[config.mk]
export PLATFORM = sky130hd
export DESIGN_NAME = icache_fill_ctrl
export DESIGN_NICKNAME = d
export VERILOG_FILES = /design/src/rtl/icache_fill_ctrl.sv
export SDC_FILE = /design/constraint.sdc
export NUM_CORES = 2
export LEC_CHECK = 0
export ABC_AREA = 0
export CAP_MARGIN = 20
export CORE_MARGIN = 1.5
export CORE_UTILIZATION = 51
export DETAILED_ROUTE_END_ITERATION = 6
export PLACE_DENSITY = 0.69
export SYNTH_ARGS = -nofsm -noshare
export SYNTH_HDL_FRONTEND = slang
export SYNTH_SLANG_ARGS = --single-unit
export TNS_END_PERCENT = 10
[constraint.sdc]
create_clock -name clk -period 36.7 [get_ports clk]
set_input_delay 3.67 -clock clk [delete_from_list [all_inputs] [get_ports clk]]
set_output_delay 3.67 -clock clk [all_outputs]
set_load 0.05 [all_outputs]
[src/rtl/icache_fill_ctrl.sv]
// icache_fill_ctrl: direct-mapped instruction cache that refills the demand line plus the next line
module icache_fill_ctrl #(
  parameter int WORD_SIZE  = 32,
  parameter int BLOCK_SIZE = 128,
  parameter int LINES      = 16,
  parameter int MEM_WAIT   = 0
) (
  input  logic                  clk,
  input  logic                  rst_n,
  input  logic                  cpu_req,
  input  logic [WORD_SIZE-1:0]  cpu_addr,
  input  logic                  cpu_flush,
  output logic                  cpu_ready,
  output logic [WORD_SIZE-1:0]  cpu_inst,
  output logic                  mem_read,
  output logic                  mem_write,
  output logic [WORD_SIZE-1:0]  mem_addr,
  output logic [BLOCK_SIZE-1:0] mem_wdata,
  input  logic [BLOCK_SIZE-1:0] mem_block0,
  input  logic [BLOCK_SIZE-1:0] mem_block1
);
  localparam int OFF_W = $clog2(BLOCK_SIZE/8);
  localparam int IDX_W = $clog2(LINES);
  localparam int TAG_W = WORD_SIZE-IDX_W-OFF_W;
  localparam int CW    = MEM_WAIT > 1 ? $clog2(MEM_WAIT) : 1;
  localparam int WL    = MEM_WAIT > 0 ? MEM_WAIT-1 : 0;
  typedef enum logic [1:0] {IDLE, REQ, WAIT, FILL} state_t;
  state_t state, state_nx;
  logic [BLOCK_SIZE-1:0] lines [LINES];
  logic [TAG_W-1:0] tags [LINES];
  logic [LINES-1:0] valid;
  logic [CW-1:0] cnt;
  logic [TAG_W-1:0] tag, ftag, ntag;
  logic [IDX_W-1:0] idx, fidx, nidx;
  logic [OFF_W-1:0] off;
  logic [WORD_SIZE-1:0] nxt_addr;
  logic [BLOCK_SIZE-1:0] line;
  logic lookup, hit;
  assign tag = cpu_addr[WORD_SIZE-1 -: TAG_W];
  assign idx = cpu_addr[OFF_W +: IDX_W];
  // byte offset rounded down to a word; the two low address bits never affect the result
  assign off = cpu_addr[OFF_W-1:0] & ~OFF_W'(3);
  assign line = lines[idx];
  assign lookup = state == IDLE && cpu_req && !cpu_flush;
  assign hit = valid[idx] && tags[idx] == tag;
  assign nxt_addr = mem_addr + WORD_SIZE'(BLOCK_SIZE/8);
  assign ftag = mem_addr[WORD_SIZE-1 -: TAG_W];
  assign fidx = mem_addr[OFF_W +: IDX_W];
  assign ntag = nxt_addr[WORD_SIZE-1 -: TAG_W];
  assign nidx = nxt_addr[OFF_W +: IDX_W];
  assign mem_write = 1'b0;
  assign mem_wdata = '0;
  // state register
  always_ff @(posedge clk)
    state <= !rst_n ? IDLE : state_nx;
  // miss detection starts a refill; the refill always returns through IDLE so the held request re-looks-up
  always_comb begin
    state_nx = state;
    case (state)
      IDLE:    state_nx = lookup && !hit ? REQ : IDLE;
      REQ:     state_nx = MEM_WAIT > 0 ? WAIT : FILL;
      WAIT:    state_nx = cnt == CW'(WL) ? FILL : WAIT;
      default: state_nx = IDLE;
    endcase
  end
  // registered CPU/memory outputs, wait counter and valid bits; flush beats a fill landing the same edge
  always_ff @(posedge clk) begin
    if (!rst_n) begin
      cpu_ready <= 1'b0;
      cpu_inst <= '0;
      mem_read <= 1'b0;
      mem_addr <= '0;
      valid <= '0;
      cnt <= '0;
    end else begin
      cpu_ready <= lookup && hit;
      if (lookup && hit) cpu_inst <= line[BLOCK_SIZE-1-8*int'(off) -: WORD_SIZE];
      mem_read <= lookup && !hit;
      if (lookup && !hit) mem_addr <= {cpu_addr[WORD_SIZE-1:OFF_W], OFF_W'(0)};
      cnt <= state == WAIT ? cnt + 1'b1 : '0;
      if (cpu_flush) valid <= '0;
      else if (state == FILL) begin
        valid[fidx] <= 1'b1;
        valid[nidx] <= 1'b1;
      end
    end
  end
  // line and tag storage written on the capture edge; the prefetch slot is overwritten unconditionally
  always_ff @(posedge clk)
    if (state == FILL) begin
      lines[fidx] <= mem_block0;
      tags[fidx] <= ftag;
      lines[nidx] <= mem_block1;
      tags[nidx] <= ntag;
    end
endmodule

Yosys cells after proc, flatten, opt, wreduce, memory -nomap -nowiden --
Memory sizes are Yosys's and may differ from the RTL's. Cells that the tools add are included.
Word-level totals: memory bits (writable) 2432, bits of input ports 292, logic and storage cells 48, bits in registers 81, memories 2, ROM bits 0, output and inout port bits 195, bits in latches 0
Memories:
- lines | words 16, bits a word 128, read ports 1, clocked after Yosys merged registers in 0, write ports 2, line 29 | logic [BLOCK_SIZE-1:0] lines [LINES];
- tags | words 16, bits a word 24, read ports 1, clocked after Yosys merged registers in 0, write ports 2, line 30 | logic [TAG_W-1:0] tags [LINES];
Operators by class: $mul 0, bitwise gates (word level) 3, reduce and logical (&&, ||, !) cells 12, shift operators 1, magnitude comparators 5, muxes and demuxes 11, $add $sub $neg 3, eq/ne operators 4, divide/modulo/power cells 0
Operators with widths (number):
- 159-bit by 8-bit indexed part select with 32-bit output | 1
- 32-bit by 5-bit adder with 32-bit output (second input constant) | 1
- 16-bit bitwise OR | 2
- 24-bit equality test | 1
- 4-bit by 5-bit < comparator with 1-bit output (second input constant) | 3
- 1-bit demux with 4-bit select | 2
- 4-bit by 1-bit greater-or-equal comparator with 1-bit output (second input constant) | 2
- 7-bit by 7-bit subtractor with 8-bit output (first input constant) | 1
- 1-bit logical AND | 7
- 1-bit 2-to-1 mux | 7
- 2-bit one-hot mux with 3 select lines | 1
- 1-bit binary-select mux with 4-bit select | 1
- 2-bit equality test (second input constant) | 2
- 2-bit by 1-bit equality test with 1-bit output (second input constant) | 1
- 1-bit logical NOT | 2
- 2-bit logical NOT | 1
- 2-bit AND reduction | 1
- 2-bit OR reduction | 1
- 1-bit adder (second input constant) | 1
- 1-bit inverter | 1

Depth between registers and ports, before layout --
depth after elaboration 7, depth in mapped cells 14, gate-level depth less buffers 9

Worst setup path after synthesis --
No wires, ideal clock.
path kind register -> register, start reg mem_addr[6], end mem lines[4][0], enable pin, path buffers 1, library setup time 0.539 ns, data required time 36.161 ns, period minus slack after synthesis 12.454 ns, stages on the path, launching flop included 6, data arrival time 11.915 ns, slack 24.246 ns, cells stage by stage dfxtp_1 -> or3b_2 -> nor2_1 -> nand2_1 -> clkbuf_1 -> nand2b_1
RTL lines:
- start, declared | line 17 | output logic [WORD_SIZE-1:0] mem_addr,
- start signal, assigned | line 79 | if (lookup && !hit) mem_addr <= {cpu_addr[WORD_SIZE-1:OFF_W], OFF_W'(0)};
- end, declared | line 29

Final worst setup path --
start in cpu_addr[5], end reg cpu_inst[10]
On the way: longest elaborated chain between the ends 4, elaborated cells between the ends (all ways) 8, classes of those cells eq/ne (1); shift (1); mux (2); reduce/logical (2); memory (2)
RTL lines:
- start, declared | line 11 | input logic [WORD_SIZE-1:0] cpu_addr,
- parallel branches: the longest is 4 deep, another holds memory 16 x 128 bit
- end signal, assigned | line 77 | if (lookup && hit) cpu_inst <= line[BLOCK_SIZE-1-8*int'(off) -: WORD_SIZE];
- end, declared | line 14 | output logic [WORD_SIZE-1:0] cpu_inst,
Several ways; the timed one is not identified. The select of a mux whose other input is x is not followed. A chain may end at the register's enable or synchronous reset.

==> run metrics <==
sequential-to-total area share from yosys stat=0.601; Worst setup EP type=register; # rows=180; core area=241000 sq um; gr usage total=0.299; first-pass GRT wire length=520000 microns; Inserted Clock Buffers=286; post-CTS setup buffer count=0; Post-synth EDFFs=2432; Setup WS post-layout=27770 ps; post-CTS sizing=0; Finished Layout Cells=10200; largest net degree at the start of global routing=124; gr ovfl total=0; Mean Syn Cell Area=17.5 sq um; # H-tree levels=5; placed cell area=128000 sq um; Vias/cell=6.68; Final Setup Violations=0; Post-synth ARST share=0; Die Wd=496 microns; Port Buffer Count=351; leakage power=43.5 nW; WL final=369000 microns; RSZ-0062 raised after global routing=no; nets@finish=7076; Worst Reg2Reg Path Length in Cells=6; critical path depth in cells=10; Clk Latency, worst-skew pair=970 ps; pre-CTS WS=26830 ps; arrival time worst endpoint=9710 ps; Root Buffer=clkbuf_16; Worst path slowest cell=buf_4; Layout fillers=18100; R2R Path End=lines[14][52]; CTS tree=done; initial drt markers=8476; area of the multi-input gates=44700 sq um; clk buf depth=4; hold path depth=2; min-delay worst type=register to register; Clk pin slew, worst setup/hold paths=60 ps; worst stage delay on the critical path=950 ps; Buf+Inv Stages, Crit Path=5; GP Congestion=0.803; vias in the first global route=67800; flops & latches, synth=2513; CP delay by family, top=buffers and inverters; Routed Antenna Nets=0; register area=74700 sq um; HPWL Detailed=191000 microns; Worst-Margin Slew=1260 ps; min Tclk post-route=8930 ps; Worst slew margin=0.161; Synth-to-Final Area Change=10.2%; Via Count=68300; hold path endpoint=cpu_inst[6]; Peak supply drop=0.0543 mV; fmax=112 MHz; outcome=finished clean; PwrDens=48.2 nW/um^2; max-slew violations=0; IO Pins=487; distinct cell type count after synthesis=62; post-synth design cell area=124000 sq um; Initial Util=0.515; die area=246000 sq um; share of layout cells above drive strength 1=0.481; post-DR wirelength/cell=36.1 microns; Max-cap violations=0; fin crit share=0.243; most frequent cell on the critical path=buf_4; Inst Count DP=9673; Post-synth top flop=edfxtp_1; flop-to-flop setup slack=31750 ps; Yosys warnings=0; DRC Markers=0; initial antenna violation count=109; Worst EP required=37480 ps; Hold Fails Final Rpt=0; HP Start=cpu_inst[6]; critical path class=primary input to register; synthesized instance count=7114; Pre-antenna DRT Iters=6; Clock Sink Count=2513; most frequent cells in the layout=2432 x edfxtp_1, 2051 x mux2_2, 760 x mux4_2, 344 x clkdlybuf4s50_1, 293 x clkbuf_16; Setup Skew=71.9 ps; Chip Height=496 microns; critical path fanouts, max=92; Reg-to-Reg Start=state[0]; Final Instance Area=137000 sq um; CTS Hold Buffers Added=0; CP startpoint kind=primary input; crit path cell chain=buf_8 > buf_4 > buf_4 > buf_4 > buf_4 > mux4_2 > mux4_2 > mux4_2 > nand2_1 > mux2i_1; commonest non-fill, non-tap cell in the layout=edfxtp_1; setup TNS=0 ps
-- stage by stage --
stage / total power, W / hold slack [ps] / util
final: 0.00659 / 465 / 0.567
after global routing: 0.00676 / 478 / 0.567
after CTS: 0.00662 / 463 / 0.566
after detailed placement: 0.00398 / 450 / 0.531
after global placement: 0.00396 / 441 / 0.531
after floorplan: 0.00382 / 435 / -
-- kinds of logic (layout without fill, tap and decap cells) --
family / count (synthesis) / count (layout) / share of synthesized area
compound gates: 138 / 138 / 0.00836
simple gates: 252 / 252 / 0.00960
xor+xnor: 49 / 49 / 0.00346
fa+ha+maj: 5 / 5 / 0.000504
buf+inv: 1250 / 976 / 0.0444
flops: 2513 / 2513 / 0.601
mux: 2906 / 2906 / 0.332
other cells: 1 / 192 / 0.0000302
-- registers in the layout (all words and copies together), names as in the netlist --
name,flops
mem_addr,28
mem_read,1
state,2
valid,16
cpu_inst,32
cnt,1
tags,384
cpu_ready,1
lines,2048
-- cells in the mapped netlist, types with 20 or more instances --
cell,n,area share
nor2_1,31,0.00094
clkbuf_1,927,0.028
nand2_1,121,0.0037
buf_1,69,0.0021
o21ai_0,31,0.0012
mux2i_1,89,0.0072
buf_4,141,0.0085
dfxtp_1,81,0.013
edfxtp_1,2432,0.59
and3_1,28,0.0014
xnor2_1,21,0.0015
o311ai_1,20,0.0014
buf_2,77,0.0031
nor3_1,20,0.00081
xor2_1,28,0.0020
a2bb2oi_1,29,0.0020
mux2_2,2051,0.19
mux4_2,760,0.14
-- power breakdown --
part | total [W] | switching [W] | internal (W)
sequential | 0.00327 | 0.0000428 | 0.00323
clock | 0.00267 | 0.00114 | 0.00153
combinational | 0.000650 | 0.000373 | 0.000277
-- final cells by class --
type,instances,area share
flip-flops and latches,2513,0.546
clock inverters,94,0.00504
repair buffers,481,0.0351
well taps,3185,0.0291
multi-input cells,3483,0.327
diodes,59,0.00108
clock buffers,387,0.0568
inverters,14,0.000384
-- worst max path at each step --
stage	start	endpoint	slack [ps]
floorplan	mem_addr[6]	lines[4][0]	24250
finish	cpu_addr[5]	cpu_inst[10]	27770
CTS	cpu_addr[5]	cpu_inst[10]	27830
global placement	cpu_addr[5]	cpu_inst[10]	26840
global route	cpu_addr[5]	cpu_inst[10]	27660
detailed placement	cpu_addr[5]	cpu_inst[10]	26830
-- worst min-delay path: cells and delay by family, from the launching register on --
| family | cells | cell delay, ps |
|---|---|---|
| muxes | 1 | 50 |
| DFF | 1 | 310 |
| and+or+nand+nor | 1 | 50 |
-- metal layers --
layer	routed length, microns	up-vias	share of wire	track usage
met3	37900	687	0.10	0.0658
met1	144000	36500	0.39	0.415
met2	173000	3761	0.47	0.464
met5	576	-	0.0016	0
met4	13200	92	0.036	0.111
li1	-	27200	-	-
No activity file was read; power rests on OpenSTA's default activity.
